==> config.mk <==
export PLATFORM = sky130hd
export DESIGN_NAME = id_stage_flat
export DESIGN_NICKNAME = d
export VERILOG_FILES = /design/src/rtl/id_stage_if.sv /design/src/rtl/id_stage.sv /design/src/flat_wrapper.sv
export SDC_FILE = /design/constraint.sdc
export NUM_CORES = 2
export LEC_CHECK = 0
export CAP_MARGIN = 20
export CORE_MARGIN = 1.5
export CORE_UTILIZATION = 55
export DETAILED_ROUTE_END_ITERATION = 16
export GPL_TIMING_DRIVEN = 0
export HOLD_SLACK_MARGIN = 0.02
export PLACE_DENSITY = 0.77
export SETUP_SLACK_MARGIN = 0.4
export SYNTH_ARGS = -nofsm -noshare
export SYNTH_HDL_FRONTEND = slang
export SYNTH_SLANG_ARGS = --single-unit
==> constraint.sdc <==
create_clock -name clock -period 3.7 [get_ports clock]
set_input_delay 0.37 -clock clock [delete_from_list [all_inputs] [get_ports clock]]
set_output_delay 0.37 -clock clock [all_outputs]
set_load 0.05 [all_outputs]
==> src/rtl/id_stage_if.sv <==
// Decode-stage bus: IF/ID buffer contents, hazard inputs, write-back port
// and the ID/EX buffer. master drives the decode inputs, slave is the stage.
interface id_stage_if;
  logic        instr_valid_ip;
  logic [31:0] instr_data_ip;
  logic [31:0] instr_pc_addr_ip;
  logic        flush_ip;
  logic        ex_mem_read_ip;
  logic [4:0]  ex_rd_ip;
  logic        wb_en_ip;
  logic [4:0]  wb_rd_ip;
  logic [31:0] wb_data_ip;

  // pc_mux_op: 0=NEXTPC, 1=ALU_RESULT, 2=ALU_RESULT_JALR, 3=OFFSET
  logic [1:0]  pc_mux_op;
  logic        stall_op;
  logic        id_valid_op;
  logic [31:0] id_pc_op;
  logic [31:0] rs1_data_op;
  logic [31:0] rs2_data_op;
  logic [31:0] imm_op;
  logic [4:0]  rd_op;
  logic [3:0]  alu_op;
  logic        alu_src_a_op;
  logic        alu_src_b_op;
  logic [2:0]  funct3_op;
  logic        mem_read_op;
  logic        mem_write_op;
  logic        reg_write_op;
  logic [1:0]  wb_sel_op;
  logic        branch_op;
  logic        jump_op;
  logic        illegal_op;

  modport master (
    output instr_valid_ip, instr_data_ip, instr_pc_addr_ip, flush_ip,
           ex_mem_read_ip, ex_rd_ip, wb_en_ip, wb_rd_ip, wb_data_ip,
    input  pc_mux_op, stall_op, id_valid_op, id_pc_op, rs1_data_op,
           rs2_data_op, imm_op, rd_op, alu_op, alu_src_a_op, alu_src_b_op,
           funct3_op, mem_read_op, mem_write_op, reg_write_op, wb_sel_op,
           branch_op, jump_op, illegal_op
  );

  modport slave (
    input  instr_valid_ip, instr_data_ip, instr_pc_addr_ip, flush_ip,
           ex_mem_read_ip, ex_rd_ip, wb_en_ip, wb_rd_ip, wb_data_ip,
    output pc_mux_op, stall_op, id_valid_op, id_pc_op, rs1_data_op,
           rs2_data_op, imm_op, rd_op, alu_op, alu_src_a_op, alu_src_b_op,
           funct3_op, mem_read_op, mem_write_op, reg_write_op, wb_sel_op,
           branch_op, jump_op, illegal_op
  );
endinterface

==> src/rtl/id_stage.sv <==
// RV32I decode stage: instruction decode, register file with write-through
// bypass, load-use stall detection and the ID/EX pipeline register.
module id_stage #(
  parameter int XLEN  = 32,
  parameter int NREGS = 32
) (
  input  logic      clock,
  input  logic      reset,
  id_stage_if.slave bus
);
  localparam logic [6:0] OP_LUI = 7'h37, OP_AUIPC = 7'h17, OP_JAL = 7'h6F,
                         OP_JALR = 7'h67, OP_BRANCH = 7'h63, OP_LOAD = 7'h03,
                         OP_STORE = 7'h23, OP_IMM = 7'h13, OP_OP = 7'h33,
                         OP_FENCE = 7'h0F, OP_SYSTEM = 7'h73;
  localparam logic [1:0] PC_NEXT = 2'd0, PC_ALU = 2'd1, PC_JALR = 2'd2, PC_OFFSET = 2'd3;
  localparam logic [3:0] ALU_ADD = 4'b0000, ALU_SUB = 4'b1000, ALU_COPYB = 4'b1111;

  typedef struct packed {
    logic            valid;
    logic [XLEN-1:0] pc;
    logic [XLEN-1:0] rs1_data;
    logic [XLEN-1:0] rs2_data;
    logic [XLEN-1:0] imm;
    logic [4:0]      rd;
    logic [3:0]      alu_op;
    logic            src_a;
    logic            src_b;
    logic [2:0]      funct3;
    logic            mem_read;
    logic            mem_write;
    logic            reg_write;
    logic [1:0]      wb_sel;
    logic            branch;
    logic            jump;
    logic            illegal;
  } idex_t;

  logic [XLEN-1:0] regs_q [NREGS];
  logic            stall_q;
  idex_t           idex_q, idex_d, dec;

  logic [31:0] ins;
  logic [6:0]  opcode, funct7;
  logic [2:0]  funct3;
  logic [4:0]  rs1, rs2;
  logic [XLEN-1:0] imm_i, imm_s, imm_b, imm_u, imm_j, rs1_val, rs2_val;
  logic        illegal, uses_rs1, uses_rs2, hazard, stall;
  logic [1:0]  pc_sel;

  assign ins    = bus.instr_data_ip;
  assign opcode = ins[6:0];
  assign funct3 = ins[14:12];
  assign funct7 = ins[31:25];
  assign rs1    = ins[19:15];
  assign rs2    = ins[24:20];

  assign imm_i = {{20{ins[31]}}, ins[31:20]};
  assign imm_s = {{20{ins[31]}}, ins[31:25], ins[11:7]};
  assign imm_b = {{19{ins[31]}}, ins[31], ins[7], ins[30:25], ins[11:8], 1'b0};
  assign imm_u = {ins[31:12], 12'b0};
  assign imm_j = {{11{ins[31]}}, ins[31], ins[19:12], ins[20], ins[30:21], 1'b0};

  // A write landing this edge is forwarded so the ID/EX entry sees it.
  always_comb begin
    rs1_val = '0;
    rs2_val = '0;
    if (rs1 != 5'd0)
      rs1_val = (bus.wb_en_ip && bus.wb_rd_ip == rs1) ? bus.wb_data_ip : regs_q[rs1];
    if (rs2 != 5'd0)
      rs2_val = (bus.wb_en_ip && bus.wb_rd_ip == rs2) ? bus.wb_data_ip : regs_q[rs2];
  end

  always_comb begin
    dec          = '0;
    dec.valid    = 1'b1;
    dec.pc       = bus.instr_pc_addr_ip;
    dec.rs1_data = rs1_val;
    dec.rs2_data = rs2_val;
    dec.funct3   = funct3;
    dec.alu_op   = ALU_ADD;
    illegal      = 1'b0;
    uses_rs1     = 1'b1;
    uses_rs2     = 1'b0;
    pc_sel       = PC_NEXT;
    unique case (opcode)
      OP_LUI: begin
        dec.reg_write = 1'b1; dec.src_b = 1'b1; dec.alu_op = ALU_COPYB;
        dec.imm = imm_u; uses_rs1 = 1'b0;
      end
      OP_AUIPC: begin
        dec.reg_write = 1'b1; dec.src_a = 1'b1; dec.src_b = 1'b1;
        dec.imm = imm_u; uses_rs1 = 1'b0;
      end
      OP_JAL: begin
        dec.reg_write = 1'b1; dec.jump = 1'b1; dec.src_a = 1'b1; dec.src_b = 1'b1;
        dec.wb_sel = 2'd2; dec.imm = imm_j; uses_rs1 = 1'b0; pc_sel = PC_ALU;
      end
      OP_JALR: begin
        illegal = (funct3 != 3'b000);
        dec.reg_write = 1'b1; dec.jump = 1'b1; dec.src_b = 1'b1;
        dec.wb_sel = 2'd2; dec.imm = imm_i; pc_sel = PC_JALR;
      end
      OP_BRANCH: begin
        illegal = (funct3 == 3'b010) || (funct3 == 3'b011);
        dec.branch = 1'b1; dec.alu_op = ALU_SUB; dec.imm = imm_b;
        uses_rs2 = 1'b1; pc_sel = PC_OFFSET;
      end
      OP_LOAD: begin
        illegal = (funct3 == 3'b011) || (funct3 == 3'b110) || (funct3 == 3'b111);
        dec.mem_read = 1'b1; dec.reg_write = 1'b1; dec.src_b = 1'b1;
        dec.wb_sel = 2'd1; dec.imm = imm_i;
      end
      OP_STORE: begin
        illegal = funct3[2] || (funct3 == 3'b011);
        dec.mem_write = 1'b1; dec.src_b = 1'b1; dec.imm = imm_s; uses_rs2 = 1'b1;
      end
      OP_IMM: begin
        // Shift-immediates reuse the funct7 slot, so only SLLI/SRLI/SRAI codes are legal.
        illegal = ((funct3 == 3'b001) && (funct7 != 7'h00)) ||
                  ((funct3 == 3'b101) && (funct7 != 7'h00) && (funct7 != 7'h20));
        dec.reg_write = 1'b1; dec.src_b = 1'b1; dec.imm = imm_i;
        dec.alu_op = {(funct3 == 3'b101) && funct7[5], funct3};
      end
      OP_OP: begin
        illegal = !((funct7 == 7'h00) ||
                    ((funct7 == 7'h20) && ((funct3 == 3'b000) || (funct3 == 3'b101))));
        dec.reg_write = 1'b1; dec.alu_op = {funct7[5], funct3}; uses_rs2 = 1'b1;
      end
      OP_FENCE, OP_SYSTEM: ;
      default: illegal = 1'b1;
    endcase
    if (illegal) begin
      dec.imm = '0; dec.alu_op = '0; dec.src_a = 1'b0; dec.src_b = 1'b0;
      dec.mem_read = 1'b0; dec.mem_write = 1'b0; dec.reg_write = 1'b0;
      dec.wb_sel = 2'd0; dec.branch = 1'b0; dec.jump = 1'b0; dec.illegal = 1'b1;
      pc_sel = PC_NEXT;
    end
    dec.rd = dec.reg_write ? ins[11:7] : 5'd0;
  end

  assign hazard = bus.ex_mem_read_ip && (bus.ex_rd_ip != 5'd0) &&
                  ((uses_rs1 && bus.ex_rd_ip == rs1) || (uses_rs2 && bus.ex_rd_ip == rs2));
  // The stalled cycle bubbles EX, so a hazard seen right after a stall is the same one.
  assign stall  = reset && bus.instr_valid_ip && !bus.flush_ip && hazard && !stall_q;

  assign bus.stall_op  = stall;
  assign bus.pc_mux_op = (reset && bus.instr_valid_ip) ? pc_sel : PC_NEXT;

  always_comb begin
    idex_d = dec;
    if (!bus.instr_valid_ip || bus.flush_ip || stall)
      idex_d = '0;
  end

  always_ff @(posedge clock or negedge reset) begin
    if (!reset) begin
      for (int i = 0; i < NREGS; i++) regs_q[i] <= '0;
      stall_q <= 1'b0;
      idex_q  <= '0;
    end else begin
      stall_q <= stall;
      if (bus.wb_en_ip && bus.wb_rd_ip != 5'd0)
        regs_q[bus.wb_rd_ip] <= bus.wb_data_ip;
      idex_q <= idex_d;
    end
  end

  assign bus.id_valid_op  = idex_q.valid;
  assign bus.id_pc_op     = idex_q.pc;
  assign bus.rs1_data_op  = idex_q.rs1_data;
  assign bus.rs2_data_op  = idex_q.rs2_data;
  assign bus.imm_op       = idex_q.imm;
  assign bus.rd_op        = idex_q.rd;
  assign bus.alu_op       = idex_q.alu_op;
  assign bus.alu_src_a_op = idex_q.src_a;
  assign bus.alu_src_b_op = idex_q.src_b;
  assign bus.funct3_op    = idex_q.funct3;
  assign bus.mem_read_op  = idex_q.mem_read;
  assign bus.mem_write_op = idex_q.mem_write;
  assign bus.reg_write_op = idex_q.reg_write;
  assign bus.wb_sel_op    = idex_q.wb_sel;
  assign bus.branch_op    = idex_q.branch;
  assign bus.jump_op      = idex_q.jump;
  assign bus.illegal_op   = idex_q.illegal;
endmodule
==> src/flat_wrapper.sv <==
// flat-port wrapper written by rule: the top's interface ports become plain ports
module id_stage_flat 
#(
  parameter int XLEN  = 32,
  parameter int NREGS = 32
)
  (clock, reset, bus_instr_valid_ip, bus_instr_data_ip, bus_instr_pc_addr_ip, bus_flush_ip, bus_ex_mem_read_ip, bus_ex_rd_ip, bus_wb_en_ip, bus_wb_rd_ip, bus_wb_data_ip, bus_pc_mux_op, bus_stall_op, bus_id_valid_op, bus_id_pc_op, bus_rs1_data_op, bus_rs2_data_op, bus_imm_op, bus_rd_op, bus_alu_op, bus_alu_src_a_op, bus_alu_src_b_op, bus_funct3_op, bus_mem_read_op, bus_mem_write_op, bus_reg_write_op, bus_wb_sel_op, bus_branch_op, bus_jump_op, bus_illegal_op);
  id_stage_if bus_i ();
  input  logic clock;
  input  logic reset;
  input wire logic [$bits(bus_i.instr_valid_ip)-1:0] bus_instr_valid_ip;
  input wire logic [$bits(bus_i.instr_data_ip)-1:0] bus_instr_data_ip;
  input wire logic [$bits(bus_i.instr_pc_addr_ip)-1:0] bus_instr_pc_addr_ip;
  input wire logic [$bits(bus_i.flush_ip)-1:0] bus_flush_ip;
  input wire logic [$bits(bus_i.ex_mem_read_ip)-1:0] bus_ex_mem_read_ip;
  input wire logic [$bits(bus_i.ex_rd_ip)-1:0] bus_ex_rd_ip;
  input wire logic [$bits(bus_i.wb_en_ip)-1:0] bus_wb_en_ip;
  input wire logic [$bits(bus_i.wb_rd_ip)-1:0] bus_wb_rd_ip;
  input wire logic [$bits(bus_i.wb_data_ip)-1:0] bus_wb_data_ip;
  output wire logic [$bits(bus_i.pc_mux_op)-1:0] bus_pc_mux_op;
  output wire logic [$bits(bus_i.stall_op)-1:0] bus_stall_op;
  output wire logic [$bits(bus_i.id_valid_op)-1:0] bus_id_valid_op;
  output wire logic [$bits(bus_i.id_pc_op)-1:0] bus_id_pc_op;
  output wire logic [$bits(bus_i.rs1_data_op)-1:0] bus_rs1_data_op;
  output wire logic [$bits(bus_i.rs2_data_op)-1:0] bus_rs2_data_op;
  output wire logic [$bits(bus_i.imm_op)-1:0] bus_imm_op;
  output wire logic [$bits(bus_i.rd_op)-1:0] bus_rd_op;
  output wire logic [$bits(bus_i.alu_op)-1:0] bus_alu_op;
  output wire logic [$bits(bus_i.alu_src_a_op)-1:0] bus_alu_src_a_op;
  output wire logic [$bits(bus_i.alu_src_b_op)-1:0] bus_alu_src_b_op;
  output wire logic [$bits(bus_i.funct3_op)-1:0] bus_funct3_op;
  output wire logic [$bits(bus_i.mem_read_op)-1:0] bus_mem_read_op;
  output wire logic [$bits(bus_i.mem_write_op)-1:0] bus_mem_write_op;
  output wire logic [$bits(bus_i.reg_write_op)-1:0] bus_reg_write_op;
  output wire logic [$bits(bus_i.wb_sel_op)-1:0] bus_wb_sel_op;
  output wire logic [$bits(bus_i.branch_op)-1:0] bus_branch_op;
  output wire logic [$bits(bus_i.jump_op)-1:0] bus_jump_op;
  output wire logic [$bits(bus_i.illegal_op)-1:0] bus_illegal_op;
  assign bus_i.instr_valid_ip = bus_instr_valid_ip;
  assign bus_i.instr_data_ip = bus_instr_data_ip;
  assign bus_i.instr_pc_addr_ip = bus_instr_pc_addr_ip;
  assign bus_i.flush_ip = bus_flush_ip;
  assign bus_i.ex_mem_read_ip = bus_ex_mem_read_ip;
  assign bus_i.ex_rd_ip = bus_ex_rd_ip;
  assign bus_i.wb_en_ip = bus_wb_en_ip;
  assign bus_i.wb_rd_ip = bus_wb_rd_ip;
  assign bus_i.wb_data_ip = bus_wb_data_ip;
  assign bus_pc_mux_op = bus_i.pc_mux_op;
  assign bus_stall_op = bus_i.stall_op;
  assign bus_id_valid_op = bus_i.id_valid_op;
  assign bus_id_pc_op = bus_i.id_pc_op;
  assign bus_rs1_data_op = bus_i.rs1_data_op;
  assign bus_rs2_data_op = bus_i.rs2_data_op;
  assign bus_imm_op = bus_i.imm_op;
  assign bus_rd_op = bus_i.rd_op;
  assign bus_alu_op = bus_i.alu_op;
  assign bus_alu_src_a_op = bus_i.alu_src_a_op;
  assign bus_alu_src_b_op = bus_i.alu_src_b_op;
  assign bus_funct3_op = bus_i.funct3_op;
  assign bus_mem_read_op = bus_i.mem_read_op;
  assign bus_mem_write_op = bus_i.mem_write_op;
  assign bus_reg_write_op = bus_i.reg_write_op;
  assign bus_wb_sel_op = bus_i.wb_sel_op;
  assign bus_branch_op = bus_i.branch_op;
  assign bus_jump_op = bus_i.jump_op;
  assign bus_illegal_op = bus_i.illegal_op;
  id_stage #(.XLEN(XLEN), .NREGS(NREGS)) u_core (.clock(clock), .reset(reset), .bus(bus_i));
endmodule
==> summary.md <==
| Metric | Value |
|---|---|
| Most frequent cells in the layout | dfrtp_1 (1174), mux2_2 (985), mux4_2 (511) |
| Asr flop ratio synth | between 90% and 100% |
| Reg2Reg Depth | 5 |
| Worst vdd rail ir drop | approximately 0.43 mV |
| Hold WS | -0.05633 ns |
| Ys Warns | 0 |
| Final Wtd Congestion | 1.006 |
| Die ar. | 110200 um^2 |
| CTS tree | done |
| Vias post-DR | ~44000 |
| DR WL/cell | 36.64 um |
| Routed vias/inst | around 7.3 |
| Vias in the first global route | 43662 |
| Initial antenna violation count | 10 |
| Area grow syn2layout | 16.14% |
| Root Driver | clkbuf_16 |
| Relative slew margins | between 8 and 9% |
| Failing checks | hold timing |
| CP most frequent cell | buf_2 |
| Chip width | between 300 and 400 um |
| Clock skew | 0.03286 ns |
| RSZ-0062 raised after global routing | true |
| Drt pass-1 iters | 9 |
| Worst-Skew Late Latency | 0.74 ns |
| Reg-to-reg startpoint | u_core.stall_q |
| I/O Pins | 266 |
| Clock buffer depth | 3 |
| Final ANT Viol Nets | 0 |
| Reg-to-reg endpoint | u_core.bus.rs2_data_op[21] |
| Row count | 120 |
| DRC | 0 |
| CP Launch Type | primary input |
| FMAX | 0.2835 GHz |
| Worst-Margin Slew | 1.378 ns |
| Top FF cell, synth | dfrtp_1 |
| Crit path max fanout | 10 |
| Distinct cells, synth | 60 |
| Setup ws final | about 0.17 ns |
| H-tree depth | 3 |
| Routed WL | approximately 220 mm |
| Hold WC Path Type | in -> async |
| Final Hold Fails | 15 |
| GRT overflow | 0 |
| Final Instance Area | between 60000 and 70000 um^2 |
| CTS Sinks | 1174 |
| 1st-iter DRT viols | between 5000 and 6000 |
| Status | finished with violations |
| # setup viols final | 0 |
| Register area share after synthesis | about half |
| Reg2reg setup slack | 1.12 ns |
| Final HPWL DP | ~150 mm |
| Crit end category | flop |
| Critical-path cell list | buf_2, buf_2, buf_1, nor3b_4, clkbuf_1, nor4_1 |
| Period utilization | a little over nine tenths |
| Buffers on Ports | roughly 250 |
| Total CTS buffers | ~120 |
| Post-route minimum period | ~3.5 ns |
| Data arrival, critical path | 4.05 ns |
| Required time worst endpoint | 4.23 ns |
| Post-synthesis net count | a little over 4000 |
| Core Footprint | 107200 um^2 |
| CP max-delay cell | nor4_1 |
| Max incr delay on CP | about 0.94 ns |
| Worst setup path class | in -> reg |
| Synthesized area | ~60000 um^2 |
| Commonest non-fill, non-tap cell in the layout | dfrtp_1 |
| Total GRT Usage | 39.53% |
| Die H | approximately 330 um |
| P_leak | between 20 and 30 nW |
| Number of synthesized flops with an enable pin | 0 |
| Post-synthesis cell count | roughly 4000 |
| Largest net degree at the start of global routing | ~180 |
| Power per cell area | about 530 nW/um^2 |
| Dpl ws | -1.873 ns |
| Slew Viols, Final | 0 |
| Worst-path clk slew | around 0.06 ns |
| Share of cells above drive strength 1 | around 43% |
| Avg Inst Size Synth | about 15 um^2 |
| Nets@finish | 4552 |
| Placed Area | approximately 64000 um^2 |
| Maxcap violations | 0 |
| First-pass GRT wire length | a little over 300 mm |
| Initial Utilization | 55.53% |
| Yosys reg bits | 1174 |
[power by group]
group / switching, W / internal, W
Sequential: 0.00164 / 0.0150
Combinational: 0.00335 / 0.00420
Clock: 0.00536 / 0.00732
Total: 0.0103 / 0.0265
[kinds of logic (layout without fill, tap and decap cells)]
kind of cell	count (synthesis)	after routing	share of synthesized area (%)
flip-flops	1174	1174	49.35
AND/OR/NAND/NOR	465	465	3.937
multiplexers	1508	1508	38.19
AO/OA/AOI/OAI	373	373	4.748
other	0	3	0
buffers and inverters	466	997	3.470
XOR/XNOR	21	21	0.3089
[metal layers]
| layer | GRT usage [%] | wire length (um) |
|---|---|---|
| met1 | 48.01 | 73530 |
| met2 | 57.11 | 94520 |
| met3 | 18.39 | 33400 |
| met4 | 24.53 | 15980 |
| met5 | 1.824 | 382 |
[cell usage after synthesis (all sizes together) (5+ instances only)]
library cell | n | area (um^2)
nor3b | 12 | 105.1
nand2b | 11 | 68.82
inv | 6 | 22.52
or2 | 6 | 37.54
nand2 | 79 | 296.5
o21ai | 7 | 35.03
nor4 | 67 | 425.4
o22ai | 130 | 813.3
a211oi | 36 | 280.3
xnor2 | 10 | 87.58
and2 | 36 | 225.2
a22oi | 70 | 525.5
a21oi | 26 | 141.4
mux2 | 995 | 11200
nand3b | 5 | 37.54
buf | 191 | 1031
dfrtp | 1174 | 29380
nor3 | 56 | 300.3
xor2 | 11 | 96.34
a22o | 62 | 543.0
mux4 | 511 | 11510
nand3 | 10 | 55.05
nor2 | 160 | 600.6
a2111oi | 32 | 405.4
clkbuf | 269 | 1012
[worst max-delay path: cells and delay by family]
| kind | cells | cell delay, ns |
|---|---|---|
| simple gates | 2 | 1.23 |
| buf+inv | 4 | 2.41 |
[flip-flops by register name (all words and copies together), names as in the netlist]
register / cells
u_core.bus.alu_op: 4
u_core.bus.alu_src_a_op: 1
u_core.bus.alu_src_b_op: 1
u_core.bus.branch_op: 1
u_core.bus.funct3_op: 3
u_core.bus.id_pc_op: 32
u_core.bus.id_valid_op: 1
u_core.bus.illegal_op: 1
u_core.bus.imm_op: 32
u_core.bus.jump_op: 1
u_core.bus.mem_write_op: 1
u_core.bus.rd_op: 5
u_core.bus.reg_write_op: 1
u_core.bus.rs1_data_op: 32
u_core.bus.rs2_data_op: 32
u_core.bus.wb_sel_op: 1
u_core.regs_q: 1024
u_core.stall_q: 1
[worst max-delay path by stage]
stage | cells after the start | endpoint | slack [ns] | from
floorplan | 7 | bus_pc_mux_op[0] | 0.61 | bus_instr_data_ip[2]
global placement | 1 | u_core.regs_q[101] | -50.96 | reset
detailed placement | 11 | u_core.bus.rs1_data_op[3] | -1.87 | reset
CTS | 8 | bus_pc_mux_op[0] | 0.41 | bus_instr_data_ip[4]
global route | 8 | bus_pc_mux_op[0] | 0.39 | bus_instr_data_ip[4]
finish | 6 | u_core.bus.rs2_data_op[21] | 0.17 | bus_instr_data_ip[21]
[through the flow]
stage	hold WS (ns)	util, %	std cells	power [W]	setup TNS, ns
finish	-0.05633	64.49	5944	0.03689	0
global route	0.06362	64.49	5942	0.03785	0
CTS	0.05334	64.26	5928	0.03656	0
detailed placement	0.4633	60.09	5690	0.02400	-243.37
global placement	0.4524	59.48	5658	0.02361	-
floorplan	0.07441	-	4007	0.02147	0
[cell type report]
| class | instances | area, um^2 |
|---|---|---|
| Fill cell | 7675 | 38070 |
| Clock buffer | 183 | 3616 |
| Timing Repair Buffer | 310 | 3717 |
| Sequential cell | 1174 | 29380 |
| Buffer | 460 | 2056 |
| Multi-Input combinational cell | 2367 | 28150 |
| Clock inverter | 38 | 437.9 |
| Inverter | 6 | 22.52 |
| Antenna cell | 3 | 7.507 |
| Tap cell | 1403 | 1755 |
[what timing repair did]
| action | CTS | global route |
|---|---|---|
| hold endpoints to repair | 208 | 0 |
| gates resized for setup | 20 | 11 |
| hold buffers | 10 | 0 |
| setup buffers | 0 | 1 |
| cloned | 7 | 0 |
| endpoints found under the setup margin | 153 | 23 |
No activity file was read; power rests on OpenSTA's default activity.
